--- config.mk ---
export PLATFORM = sky130hd
export DESIGN_NAME = mem_stage_flat
export DESIGN_NICKNAME = d
export VERILOG_FILES = /design/src/rtl/mem_stage_if.sv /design/src/rtl/mem_stage.sv /design/src/flat_wrapper.sv
export SDC_FILE = /design/constraint.sdc
export NUM_CORES = 1
export LEC_CHECK = 0
export ABC_CLOCK_PERIOD_IN_PS = 3600
export CELL_PAD_IN_SITES_DETAIL_PLACEMENT = 2
export CELL_PAD_IN_SITES_GLOBAL_PLACEMENT = 2
export CORE_MARGIN = 2
export CORE_UTILIZATION = 26
export CTS_CLUSTER_SIZE = 8
export DETAILED_ROUTE_END_ITERATION = 7
export HOLD_SLACK_MARGIN = 0.15
export PLACE_DENSITY = 0.88
export SLEW_MARGIN = 5
export SYNTH_ARGS = -nofsm -noshare
export SYNTH_HDL_FRONTEND = slang
export SYNTH_SLANG_ARGS = --single-unit
--- constraint.sdc ---
create_clock -name clk -period 3.6 [get_ports clk]
set_input_delay 0.9 -clock clk [delete_from_list [all_inputs] [get_ports clk]]
set_output_delay 0.9 -clock clk [all_outputs]
set_load 0.05 [all_outputs]
--- src/rtl/mem_stage_if.sv ---
// Bundle between EX, the memory stage, data memory and writeback.
// Covers the EX handshake, the dmem req/ack port and the WB/PC outputs.
interface mem_stage_if #(
  parameter int DW = 32,
  parameter int RW = 5
);
  logic          in_valid;
  logic          in_ready;
  logic [5:0]    op;
  logic [DW-1:0] alu_o;
  logic [DW-1:0] addr_o;
  logic          ife;
  logic [RW-1:0] rd;

  logic          dmem_req;
  logic          dmem_we;
  logic [DW-1:0] dmem_addr;
  logic [DW-1:0] dmem_wdata;
  logic [DW-1:0] dmem_rdata;
  logic          dmem_ack;

  logic          wb_valid;
  logic          wb_we;
  logic [RW-1:0] wb_rd;
  logic [DW-1:0] wb_data;
  logic          pc_sel;
  logic [DW-1:0] pc_target;
  logic          mem_err;

  modport slave (
    input  in_valid, op, alu_o, addr_o, ife, rd,
    input  dmem_rdata, dmem_ack,
    output in_ready,
    output dmem_req, dmem_we, dmem_addr, dmem_wdata,
    output wb_valid, wb_we, wb_rd, wb_data,
    output pc_sel, pc_target, mem_err
  );

  modport master (
    output in_valid, op, alu_o, addr_o, ife, rd,
    output dmem_rdata, dmem_ack,
    input  in_ready,
    input  dmem_req, dmem_we, dmem_addr, dmem_wdata,
    input  wb_valid, wb_we, wb_rd, wb_data,
    input  pc_sel, pc_target, mem_err
  );
endinterface

--- src/rtl/mem_stage.sv ---
// Memory / writeback-select stage: SW/LW over req/ack, BEQ/JMP redirect.
// Optional macro MEM_TIMEOUT_EN: abort a dmem access after TMO_CYC cycles.
module mem_stage #(
  parameter int DW      = 32,
  parameter int RW      = 5,
  parameter int TMO_CYC = 16
) (
  input logic       clk,
  input logic       rst,
  mem_stage_if.slave io_bus
);

  typedef enum logic {S_IDLE, S_WAIT} state_t;

  state_t        r_state, w_state_n;

  logic          r_dmem_req,   w_dmem_req_n;
  logic          r_dmem_we,    w_dmem_we_n;
  logic [DW-1:0] r_dmem_addr,  w_dmem_addr_n;
  logic [DW-1:0] r_dmem_wdata, w_dmem_wdata_n;
  logic [RW-1:0] r_rd_pend,    w_rd_pend_n;

  logic          r_wb_valid,   w_wb_valid_n;
  logic          r_wb_we,      w_wb_we_n;
  logic [RW-1:0] r_wb_rd,      w_wb_rd_n;
  logic [DW-1:0] r_wb_data,    w_wb_data_n;
  logic          r_pc_sel,     w_pc_sel_n;
  logic [DW-1:0] r_pc_target,  w_pc_target_n;
  logic          r_mem_err,    w_mem_err_n;

`ifdef MEM_TIMEOUT_EN
  localparam int CW = $clog2(TMO_CYC + 1);
  logic [CW-1:0] r_cnt, w_cnt_n;
`else
  logic          w_unused_tmo;
  assign w_unused_tmo = ^TMO_CYC;
`endif

  logic w_accept;
  logic w_is_alu, w_is_sw, w_is_lw;
  logic w_is_beq, w_is_jmp;

  assign io_bus.in_ready = (r_state == S_IDLE);
  assign w_accept = io_bus.in_valid &
                    io_bus.in_ready;

  assign w_is_alu = (io_bus.op[5:3] == 3'b000) &&
                    (io_bus.op[2:0] <= 3'd5);
  assign w_is_sw  = (io_bus.op == 6'b010000);
  assign w_is_lw  = (io_bus.op == 6'b010001);
  assign w_is_beq = (io_bus.op == 6'b100000);
  assign w_is_jmp = (io_bus.op == 6'b100001);

  // State and registered outputs, cleared on reset.
  always_ff @(posedge clk) begin
    if (rst) begin
      r_state      <= S_IDLE;
      r_dmem_req   <= 1'b0;
      r_dmem_we    <= 1'b0;
      r_dmem_addr  <= '0;
      r_dmem_wdata <= '0;
      r_rd_pend    <= '0;
      r_wb_valid   <= 1'b0;
      r_wb_we      <= 1'b0;
      r_wb_rd      <= '0;
      r_wb_data    <= '0;
      r_pc_sel     <= 1'b0;
      r_pc_target  <= '0;
      r_mem_err    <= 1'b0;
    end else begin
      r_state      <= w_state_n;
      r_dmem_req   <= w_dmem_req_n;
      r_dmem_we    <= w_dmem_we_n;
      r_dmem_addr  <= w_dmem_addr_n;
      r_dmem_wdata <= w_dmem_wdata_n;
      r_rd_pend    <= w_rd_pend_n;
      r_wb_valid   <= w_wb_valid_n;
      r_wb_we      <= w_wb_we_n;
      r_wb_rd      <= w_wb_rd_n;
      r_wb_data    <= w_wb_data_n;
      r_pc_sel     <= w_pc_sel_n;
      r_pc_target  <= w_pc_target_n;
      r_mem_err    <= w_mem_err_n;
    end
  end

`ifdef MEM_TIMEOUT_EN
  // Wait-cycle counter for the dmem timeout.
  always_ff @(posedge clk) begin
    if (rst) r_cnt <= '0;
    else     r_cnt <= w_cnt_n;
  end
`endif

  // Next state and next values of every registered output.
  always_comb begin
    w_state_n      = r_state;
    w_dmem_req_n   = r_dmem_req;
    w_dmem_we_n    = r_dmem_we;
    w_dmem_addr_n  = r_dmem_addr;
    w_dmem_wdata_n = r_dmem_wdata;
    w_rd_pend_n    = r_rd_pend;
    w_wb_valid_n   = 1'b0;
    w_wb_we_n      = r_wb_we;
    w_wb_rd_n      = r_wb_rd;
    w_wb_data_n    = r_wb_data;
    w_pc_sel_n     = 1'b0;
    w_pc_target_n  = r_pc_target;
    w_mem_err_n    = 1'b0;
`ifdef MEM_TIMEOUT_EN
    w_cnt_n        = r_cnt;
`endif

    unique case (r_state)
      S_IDLE: begin
        if (w_accept) begin
          unique case (1'b1)
            w_is_alu: begin
              w_wb_valid_n = 1'b1;
              w_wb_we_n    = 1'b1;
              w_wb_rd_n    = io_bus.rd;
              w_wb_data_n  = io_bus.alu_o;
            end
            w_is_sw, w_is_lw: begin
              w_dmem_req_n   = 1'b1;
              w_dmem_we_n    = w_is_sw;
              w_dmem_addr_n  = io_bus.addr_o;
              w_dmem_wdata_n = io_bus.alu_o;
              w_rd_pend_n    = io_bus.rd;
              w_state_n      = S_WAIT;
`ifdef MEM_TIMEOUT_EN
              w_cnt_n        = '0;
`endif
            end
            w_is_beq, w_is_jmp: begin
              w_wb_valid_n  = 1'b1;
              w_wb_we_n     = 1'b0;
              w_wb_rd_n     = io_bus.rd;
              w_pc_sel_n    = w_is_jmp | io_bus.ife;
              w_pc_target_n = io_bus.addr_o;
            end
            default: begin
              w_wb_valid_n = 1'b1;
              w_wb_we_n    = 1'b0;
              w_wb_rd_n    = io_bus.rd;
            end
          endcase
        end
      end
      S_WAIT: begin
        if (io_bus.dmem_ack) begin
          w_dmem_req_n = 1'b0;
          w_wb_valid_n = 1'b1;
          w_wb_we_n    = ~r_dmem_we;
          w_wb_rd_n    = r_rd_pend;
          if (!r_dmem_we)
            w_wb_data_n = io_bus.dmem_rdata;
          w_state_n    = S_IDLE;
        end
`ifdef MEM_TIMEOUT_EN
        else if (r_cnt == CW'(TMO_CYC - 1)) begin
          w_dmem_req_n = 1'b0;
          w_wb_valid_n = 1'b1;
          w_wb_we_n    = 1'b0;
          w_wb_rd_n    = r_rd_pend;
          w_mem_err_n  = 1'b1;
          w_state_n    = S_IDLE;
        end else begin
          w_cnt_n = r_cnt + 1'b1;
        end
`endif
      end
      default: w_state_n = S_IDLE;
    endcase
  end

  assign io_bus.dmem_req   = r_dmem_req;
  assign io_bus.dmem_we    = r_dmem_we;
  assign io_bus.dmem_addr  = r_dmem_addr;
  assign io_bus.dmem_wdata = r_dmem_wdata;
  assign io_bus.wb_valid   = r_wb_valid;
  assign io_bus.wb_we      = r_wb_we;
  assign io_bus.wb_rd      = r_wb_rd;
  assign io_bus.wb_data    = r_wb_data;
  assign io_bus.pc_sel     = r_pc_sel;
  assign io_bus.pc_target  = r_pc_target;
`ifdef MEM_TIMEOUT_EN
  assign io_bus.mem_err    = r_mem_err;
`else
  assign io_bus.mem_err    = 1'b0;
`endif

endmodule

--- src/flat_wrapper.sv ---
// flat-port wrapper written by rule: the top's interface ports become plain ports
module mem_stage_flat 
#(
  parameter int DW      = 32,
  parameter int RW      = 5,
  parameter int TMO_CYC = 16
)
  (clk, rst, io_bus_in_valid, io_bus_op, io_bus_alu_o, io_bus_addr_o, io_bus_ife, io_bus_rd, io_bus_dmem_rdata, io_bus_dmem_ack, io_bus_in_ready, io_bus_dmem_req, io_bus_dmem_we, io_bus_dmem_addr, io_bus_dmem_wdata, io_bus_wb_valid, io_bus_wb_we, io_bus_wb_rd, io_bus_wb_data, io_bus_pc_sel, io_bus_pc_target, io_bus_mem_err);
  mem_stage_if #(.DW(DW), .RW(RW)) io_bus_i ();
  input logic clk;
  input logic rst;
  input wire logic [$bits(io_bus_i.in_valid)-1:0] io_bus_in_valid;
  input wire logic [$bits(io_bus_i.op)-1:0] io_bus_op;
  input wire logic [$bits(io_bus_i.alu_o)-1:0] io_bus_alu_o;
  input wire logic [$bits(io_bus_i.addr_o)-1:0] io_bus_addr_o;
  input wire logic [$bits(io_bus_i.ife)-1:0] io_bus_ife;
  input wire logic [$bits(io_bus_i.rd)-1:0] io_bus_rd;
  input wire logic [$bits(io_bus_i.dmem_rdata)-1:0] io_bus_dmem_rdata;
  input wire logic [$bits(io_bus_i.dmem_ack)-1:0] io_bus_dmem_ack;
  output wire logic [$bits(io_bus_i.in_ready)-1:0] io_bus_in_ready;
  output wire logic [$bits(io_bus_i.dmem_req)-1:0] io_bus_dmem_req;
  output wire logic [$bits(io_bus_i.dmem_we)-1:0] io_bus_dmem_we;
  output wire logic [$bits(io_bus_i.dmem_addr)-1:0] io_bus_dmem_addr;
  output wire logic [$bits(io_bus_i.dmem_wdata)-1:0] io_bus_dmem_wdata;
  output wire logic [$bits(io_bus_i.wb_valid)-1:0] io_bus_wb_valid;
  output wire logic [$bits(io_bus_i.wb_we)-1:0] io_bus_wb_we;
  output wire logic [$bits(io_bus_i.wb_rd)-1:0] io_bus_wb_rd;
  output wire logic [$bits(io_bus_i.wb_data)-1:0] io_bus_wb_data;
  output wire logic [$bits(io_bus_i.pc_sel)-1:0] io_bus_pc_sel;
  output wire logic [$bits(io_bus_i.pc_target)-1:0] io_bus_pc_target;
  output wire logic [$bits(io_bus_i.mem_err)-1:0] io_bus_mem_err;
  assign io_bus_i.in_valid = io_bus_in_valid;
  assign io_bus_i.op = io_bus_op;
  assign io_bus_i.alu_o = io_bus_alu_o;
  assign io_bus_i.addr_o = io_bus_addr_o;
  assign io_bus_i.ife = io_bus_ife;
  assign io_bus_i.rd = io_bus_rd;
  assign io_bus_i.dmem_rdata = io_bus_dmem_rdata;
  assign io_bus_i.dmem_ack = io_bus_dmem_ack;
  assign io_bus_in_ready = io_bus_i.in_ready;
  assign io_bus_dmem_req = io_bus_i.dmem_req;
  assign io_bus_dmem_we = io_bus_i.dmem_we;
  assign io_bus_dmem_addr = io_bus_i.dmem_addr;
  assign io_bus_dmem_wdata = io_bus_i.dmem_wdata;
  assign io_bus_wb_valid = io_bus_i.wb_valid;
  assign io_bus_wb_we = io_bus_i.wb_we;
  assign io_bus_wb_rd = io_bus_i.wb_rd;
  assign io_bus_wb_data = io_bus_i.wb_data;
  assign io_bus_pc_sel = io_bus_i.pc_sel;
  assign io_bus_pc_target = io_bus_i.pc_target;
  assign io_bus_mem_err = io_bus_i.mem_err;
  mem_stage #(.DW(DW), .RW(RW), .TMO_CYC(TMO_CYC)) u_core (.clk(clk), .rst(rst), .io_bus(io_bus_i));
endmodule
# Word-level counts from Yosys, hierarchy flattened
# Index checks and enable logic that the tools add are counted.
# classes
order_cmp	1
eq_ne	10
n_mux	25
bitwise	6
reduce_logical	10
# ops
operator	n
32-bit 2-to-1 mux	4
32-bit case mux with 2 select lines	1
5-bit 2-to-1 mux	3
6-bit by 5-bit == test with 1-bit output, second input constant	2
6-bit == test, second input constant	2
2-bit inequality test, second input constant	6
3-bit AND reduction	4
1-bit 2-to-1 mux	11
1-bit case mux with 2 select lines	5
5-bit case mux with 2 select lines	1
1-bit inverter	4
4-bit AND reduction	1
2-bit OR reduction	2
4-bit OR reduction	1
3-bit less-or-equal comparator, second input constant	1
3-bit logical NOT	1
1-bit bitwise AND	1
1-bit logical AND	1
1-bit OR	1
# word_totals
register_bits	144
in_bits	112
output_inout_bits	140
wordCells	64

# Logic depth before layout (Yosys ltp)
# depth
word_depth	5
depth_mapped	6
ltp_nobuf	3

# Worst setup path before layout
# Ideal clock, no wire load.
# synth_timing
kind	register -> output
from	reg u_core.r_state
to	out io_bus_in_ready
arrival_ns	1.133
t_required_ns	2.700
setup_slack_ns	1.567
path_stages_with_launch	5
n_path_buf	3
cell_sequence	dfxtp_1 > buf_2 > buf_2 > buf_4 > inv_1
# synth_via
elab_chain_cells	1
# synth_rtl
item	line	source
start: declaration	mem_stage.sv:15	state_t r_state, w_state_n;
start signal: assignment	mem_stage.sv:71	r_state <= w_state_n;
1-bit inverter (no source line)	--	
end: declaration	flat_wrapper.sv:20	output wire logic [$bits(io_bus_i.in_ready)-1:0] io_bus_in_ready;
# Every way passes these cells.

# Worst setup path in the final report
# Same ends and word-level chain as after synthesis.

==> flow_metrics.env <==
export IMPL_status="finished clean"
export IMPL_drive_gt1_frac=0.0718
export IMPL_cts_buffers=17
export IMPL_power_density_nw_per_um2=405
export IMPL_netlist_area_um2=6090
export IMPL_period_needed_ps=2720
export IMPL_io_pins=252
export IMPL_grt_pass1_vias=6594
export IMPL_via_per_inst=4.97
export IMPL_synthesis_nets=808
export IMPL_fp_coreArea_um2=23300
export IMPL_htreeDepth=4
export IMPL_clk_pin_slew_ps=60
export IMPL_p_sw_frac=0.257
export IMPL_synth_seq_cells=144
export IMPL_worst_r2r_cell_count=4
export IMPL_core_rowCount=56
export IMPL_start_util=0.262
export IMPL_top_layer_used="met4"
export IMPL_avgSynthCellArea_um2=8.75
export IMPL_antenna_found_initial=0
export IMPL_finalSetupViolations=0
export IMPL_p_sw_uw=987
export IMPL_io_buffers=250
export IMPL_ant_nets=0
export IMPL_post_cts_setup_buffer_count=0
export IMPL_synthTopCellsByCount="dfxtp_1 (144), a21oi_1 (105), nand3_1 (101), o21ai_0 (90), clkbuf_1 (37)"
export IMPL_synthToLayoutAreaGrowth_pct=55.6
export IMPL_p_int_uw=2850
export IMPL_critPathCaptureType="primary output"
export IMPL_synth_seq_area_share=0.473
export IMPL_p_comb_frac=0.118
export IMPL_die_x_um=157
export IMPL_wl_met2_um=12100
export IMPL_clockBufferDepth=2
export IMPL_synth_edf_count=0
export IMPL_cts_resized_gates=0
export IMPL_critical_path_class="reg2out"
export IMPL_routed_wl_um=24400
export IMPL_drtIter0Drc=185
export IMPL_drc=0
export IMPL_synth_area_leaders="dfxtp_1 (47%), a21oi_1 (8.6%), nand3_1 (8.3%), o21ai_0 (7.4%), mux2i_1 (5.4%)"
export IMPL_tightest_slew_ps=817
export IMPL_worstReg2RegEnd="u_core.io_bus.wb_rd[2]$_SDFFE_PP0P_"
export IMPL_hold_class="reg2reg"
export IMPL_ir_drop_v=0.000210
export IMPL_met1_length_um=10400
export IMPL_postSynthCellCount=696
export IMPL_synth_most_common_cell="dfxtp_1"
export IMPL_synth_area_leader_cell="dfxtp_1"
export IMPL_reg2reg_slack_ps=1520
export IMPL_slew_viol_final=0
export IMPL_dieArea_um2=24700
export IMPL_maxCapViolations=0
export IMPL_dr_wl_met3_um=1740
export IMPL_cp_max_fo=12
export IMPL_post_route_worst_setup_slack_ps=884
export IMPL_p_leak_uw=0.00314
export IMPL_r2r_start="u_core.r_state$_SDFF_PP0_"
export IMPL_synth_distinct_cells=31
export IMPL_required_ps=2700
export IMPL_worst_clock_skew_ps=7.30
export IMPL_fillers=2556
export IMPL_finalHoldViolCount=0
export IMPL_slew_headroom=0.455
export IMPL_clkSinkCount=144
export IMPL_die_h_um=157
export IMPL_pwr_share_seq=0.423
export IMPL_place_ws_ps=705
export IMPL_slowest_stage="clkdlybuf4s50_1"
export IMPL_period_share=0.755
export IMPL_nets=1019
export IMPL_worstPathCellList="inv_1 > clkdlybuf4s50_1"
export IMPL_max_freq_mhz=368
export IMPL_grt_max_degree=110
export IMPL_worst_ep_arrival_time_ps=1820
export IMPL_cp_start_kind="flop"
export IMPL_overflow=0
export IMPL_gp_congestion=0.703
export IMPL_finalSetupTns_ps=0
export IMPL_dp_hpwl_um=16600
export IMPL_num_vias=6153
export IMPL_synth_async_reset_ratio=0
export IMPL_num_antenna_cells=0
export IMPL_power_frac_clock=0.458
export IMPL_hold_buffers=0
export IMPL_grtUsageTotal=0.193
export IMPL_ys_flop_type="dfxtp_1"
export IMPL_clock_latency_ps=420
export IMPL_yosys_warnings=0
export IMPL_max_stage_delay_ps=880
export IMPL_cts_tree="yes"
export IMPL_whs_path_depth=2
export IMPL_root_buffer="clkbuf_16"
export IMPL_synth_top_area_frac=0.473
export IMPL_min_to="u_core.io_bus.wb_rd[2]$_SDFFE_PP0P_"
export IMPL_rsz0062_at_grt="no"
export IMPL_post_drt_wl_per_cell_um=19.7
export IMPL_drt_pre_antenna_iters=4
export IMPL_grt_pass1_wl_um=37100
export IMPL_worstHoldStart="u_core.io_bus.wb_rd[2]$_SDFFE_PP0P_"
[cells by family (layout without fill, tap and decap cells)]
kind of cell           after synthesis  count (layout)  synth area share
AO/OA/AOI/OAI                      220             220             0.191
AND/OR/NAND/NOR                    181             181             0.156
flip-flops                         144             144             0.473
buffers and inverters               80             303            0.0565
multiplexers                        70              70             0.123
other                                1               1          0.000616
[worst max-delay path by stage]
| stage | from | end | slack, ps |
|---|---|---|---|
| 2_1_floorplan | u_core.r_state$_SDFF_PP0_ | io_bus_in_ready | 1570 |
| 3_3_place_gp | io_bus_op[4] | u_core.io_bus.wb_data[0]$_SDFFE_PP0P_ | 810 |
| 3_5_place_dp | io_bus_op[4] | u_core.io_bus.wb_data[1]$_SDFFE_PP0P_ | 700 |
| 4_1_cts | u_core.r_state$_SDFF_PP0_ | io_bus_in_ready | 840 |
| 5_1_grt | u_core.r_state$_SDFF_PP0_ | io_bus_in_ready | 810 |
| 6_report | u_core.r_state$_SDFF_PP0_ | io_bus_in_ready | 880 |
[metal layers]
| metal | vias to the layer above | GRT usage |
|---|---|---|
| li1 | 2880 | - |
| met1 | 3072 | 0.228 |
| met2 | 181 | 0.342 |
| met3 | 20 | 0.0636 |
| met4 | 0 | 0.0424 |
| met5 | - | 0 |
[critical path: cells and delay by family (launching register included)]
kind | cells | cell delay (ps)
DFF | 1 | 420
buffers and inverters | 2 | 970
[final cells by class]
cell class	instances	area, um2	share of cell area
multi-input combinational	472	2920	0.308
clock inverter	11	134	0.0141
tap	319	399	0.0421
inverter	6	22.5	0.00238
clock buffer	20	447	0.0471
timing repair buffer	266	2670	0.282
sequential	144	2880	0.304
[power groups by stage]
stage	logic (uW)	registers (uW)	clock network [uW]
after global placement	448	1660	0
after floorplan	138	1730	0
after global routing	483	1630	1890
final	454	1630	1760
after CTS	460	1630	1820
after detailed placement	458	1660	0
[stage by stage]
stage / cells / hold slack (ps) / total power (uW) / utilization / instance area (um2)
floorplan: 696 / 450 / 1870 / - / 6090
global route: 1238 / 484 / 4000 / 0.407 / 9480
detailed placement: 1207 / 456 / 2120 / 0.382 / 8890
CTS: 1238 / 465 / 3900 / 0.407 / 9480
global placement: 1207 / 444 / 2110 / 0.382 / 8890
finish: 1238 / 462 / 3840 / 0.407 / 9480
[state kept, by name, summed over array words and instances (netlist names)]
| name | cells |
|---|---|
| u_core.io_bus.wb_we | 1 |
| u_core.r_rd_pend | 5 |
| u_core.io_bus.dmem_req | 1 |
| u_core.io_bus.dmem_addr | 32 |
| u_core.io_bus.wb_rd | 5 |
| u_core.io_bus.dmem_we | 1 |
| u_core.io_bus.wb_valid | 1 |
| u_core.r_state | 1 |
| u_core.io_bus.pc_sel | 1 |
| u_core.io_bus.wb_data | 32 |
| u_core.io_bus.pc_target | 32 |
| u_core.io_bus.dmem_wdata | 32 |
[cell usage in the layout, fill, tap and decap left out, types with 2 or more instances in the layout]
cell             count
clkdlybuf4s50_1    249
dfxtp_1            143
a21oi_1            105
nand3_1            101
o21ai_0             90
nor2_1              34
nor2b_1             34
mux2i_1             33
mux2_1              28
clkbuf_16           17
buf_4               12
o21ai_1             11
mux2_2               9
inv_1                6
a311oi_1             6
a211oi_1             5
clkinvlp_4           4
buf_12               4
clkinv_4             3
nor4bb_4             2
nand2_1              2
clkbuf_1             2
bufinv_16            2
inv_6                2
Note: power is estimated with default switching activity, not from simulation.
==> edit (same flow settings) <==
`DW` is set to 32 in 3 places; all go to 64.
--- a/src/rtl/mem_stage_if.sv
+++ b/src/rtl/mem_stage_if.sv
@@ -1,7 +1,7 @@
 // Bundle between EX, the memory stage, data memory and writeback.
 // Covers the EX handshake, the dmem req/ack port and the WB/PC outputs.
 interface mem_stage_if #(
-  parameter int DW = 32,
+  parameter int DW = 64,
   parameter int RW = 5
 );
   logic          in_valid;
--- a/src/rtl/mem_stage.sv
+++ b/src/rtl/mem_stage.sv
@@ -1,7 +1,7 @@
 // Memory / writeback-select stage: SW/LW over req/ack, BEQ/JMP redirect.
 // Optional macro MEM_TIMEOUT_EN: abort a dmem access after TMO_CYC cycles.
 module mem_stage #(
-  parameter int DW      = 32,
+  parameter int DW      = 64,
   parameter int RW      = 5,
   parameter int TMO_CYC = 16
 ) (
--- a/src/flat_wrapper.sv
+++ b/src/flat_wrapper.sv
@@ -1,7 +1,7 @@
 // flat-port wrapper written by rule: the top's interface ports become plain ports
 module mem_stage_flat 
 #(
-  parameter int DW      = 32,
+  parameter int DW      = 64,
   parameter int RW      = 5,
   parameter int TMO_CYC = 16
 )
Interface: changed (7 resized); port bits go from 252 to 476. No check against the original RTL was run, so the function may have changed too.
==> edit against the original RTL <==
- worst setup slack worse by 95 ps
- non-clock buffer count up 235
- total power is 92% higher
- synthesized cell count grew 88%
- sequential share of layout area rose by 0.22 points
- clock skew rose by 16 ps
- final area grew 88%
- combinational power rose by 87%
- wire length is 130% higher
- sequential power grew 88%
- synthesized area increased by 87%
- sequential cell count increased by 128
- die area increased by 85%
- fmax shrank 3.4%
- critical endpoint is now io_bus_dmem_we
==> edit: results (changes against the original RTL) <==
Cell Area, Placed - 16670 um2 (+87%)
initial antenna violation count - 8 (+8)
routed wl met3 - 4997 um (+190%)
DR WL met2 - 28080 um (+130%)
top cells by count, synth - dfxtp_1 (272), a21oi_1 (201), nand3_1 (197)
met3 Use GR - 8.699% (+2.3 points)
drt wl/cell - 24.31 um (+23%)
vias in the first global route - 13.43k (+100%)
vias - 11.83k (+92%)
Worst Path Max Fanout - 3 (-9)
Detailed Route WL - 56110 um (+130%)
total power draw - 7.377 mW (+92%)
CTS clock-pin slew for the worst setup and hold paths - 50 ps
uppermost layer routed - met5
status - completed
Worst Path Arrival - 1910 ps (+90 ps)
Max rail drop VDD - 286.4 uV (+37%)
delay-heaviest family, CP - buffers and inverters
DP Cell Count - 2252 (+87%)
Static Leakage - 5.935 nW (+89%)
clk buf depth - 3 (+1)
Net Switching - 1.917 mW (+94%)
Final nets - 1917 (+88%)
CTS Root Cell - clkbuf_16
top cells by area, synth - dfxtp_1 (48%), a21oi_1 (8.8%), nand3_1 (8.6%), o21ai_0 (8.5%), mux2i_1 (5.7%)
Mapped Cells - 1306 (+88%)
sequential cell area fraction in the yosys report - 47.70% (+0.36 points)
hold wc startpoint - u_core.io_bus.wb_rd[2]
Least-Margin Pin Slew - 893.3 ps (+76.11 ps)
GPL Wtd Cong - 0.7748 (+10%)
met1 Usage GRT - 24.81% (+2.1 points)
worst flop-to-flop path startpoint - u_core.r_state
library cells used by synthesis - 31 (unchanged)
Fill cells - 4650 (+82%)
part of the power in the clock network - 46.9% (+1.1 points)
combinational logic power - 0.848 mW (+87%)
dpl ws - 570.5 ps (-134.4 ps)
Post-Syn Nets - 1514 (+87%)
largest net degree at the start of global routing - 199 (+81%)
met1 wire length - 21000 um (+100%)
Final HPWL DP - 37490 um (+130%)
layout cell share with drive strength beyond 1 - 6.064% (-1.1 points)
clk_lat worst skew - 550 ps (+130 ps)
Port Buf Inserts - 474 (+90%)
first-pass GRT wire length - 82630 um (+120%)
grt met2 use - 42.79% (+8.6 points)
GR Util All Layers - 23.71% (+4.4 points)
DR iter-0 viols - 410 (+120%)
crit path launch - u_core.io_bus.dmem_we
# H-tree levels - 2 (-2)
Max Clock Skew - 23.34 ps (+16.05 ps)
Num CTS Buffers - 40 (+23)
hold crit path type - flop to flop
[edit: cell families after synthesis]
family,after synthesis,synth area share [%]
AO/OA/AOI/OAI,412,18.47
AND/OR/NAND/NOR,341,15.30
flip-flops,272,47.70
buffers and inverters,146,5.995
multiplexers,134,12.51
other,1,0.03285
[edit: layout make-up]
| class | count | area, um2 | share of cell area (%) |
|---|---|---|---|
| inverter | 6 | 22.52 | 0.1267 |
| timing repair buffer | 501 | 5102 | 28.70 |
| multi-input combinational | 888 | 5366 | 30.19 |
| tap | 585 | 732.0 | 4.118 |
| clock inverter | 3 | 22.52 | 0.1267 |
| antenna | 8 | 20.02 | 0.1126 |
| clock buffer | 45 | 1061 | 5.969 |
| sequential | 272 | 5449 | 30.65 |
[edit: final timing paths]
check                                                    to  slack (ps)  cells past startpoint
worst min register to register       u_core.io_bus.wb_rd[2]         460                      2
worst max register to register  u_core.io_bus.dmem_addr[18]        1220                      5
worst min-delay path                 u_core.io_bus.wb_rd[2]         460                      2
worst max-delay path                         io_bus_dmem_we         790                      1
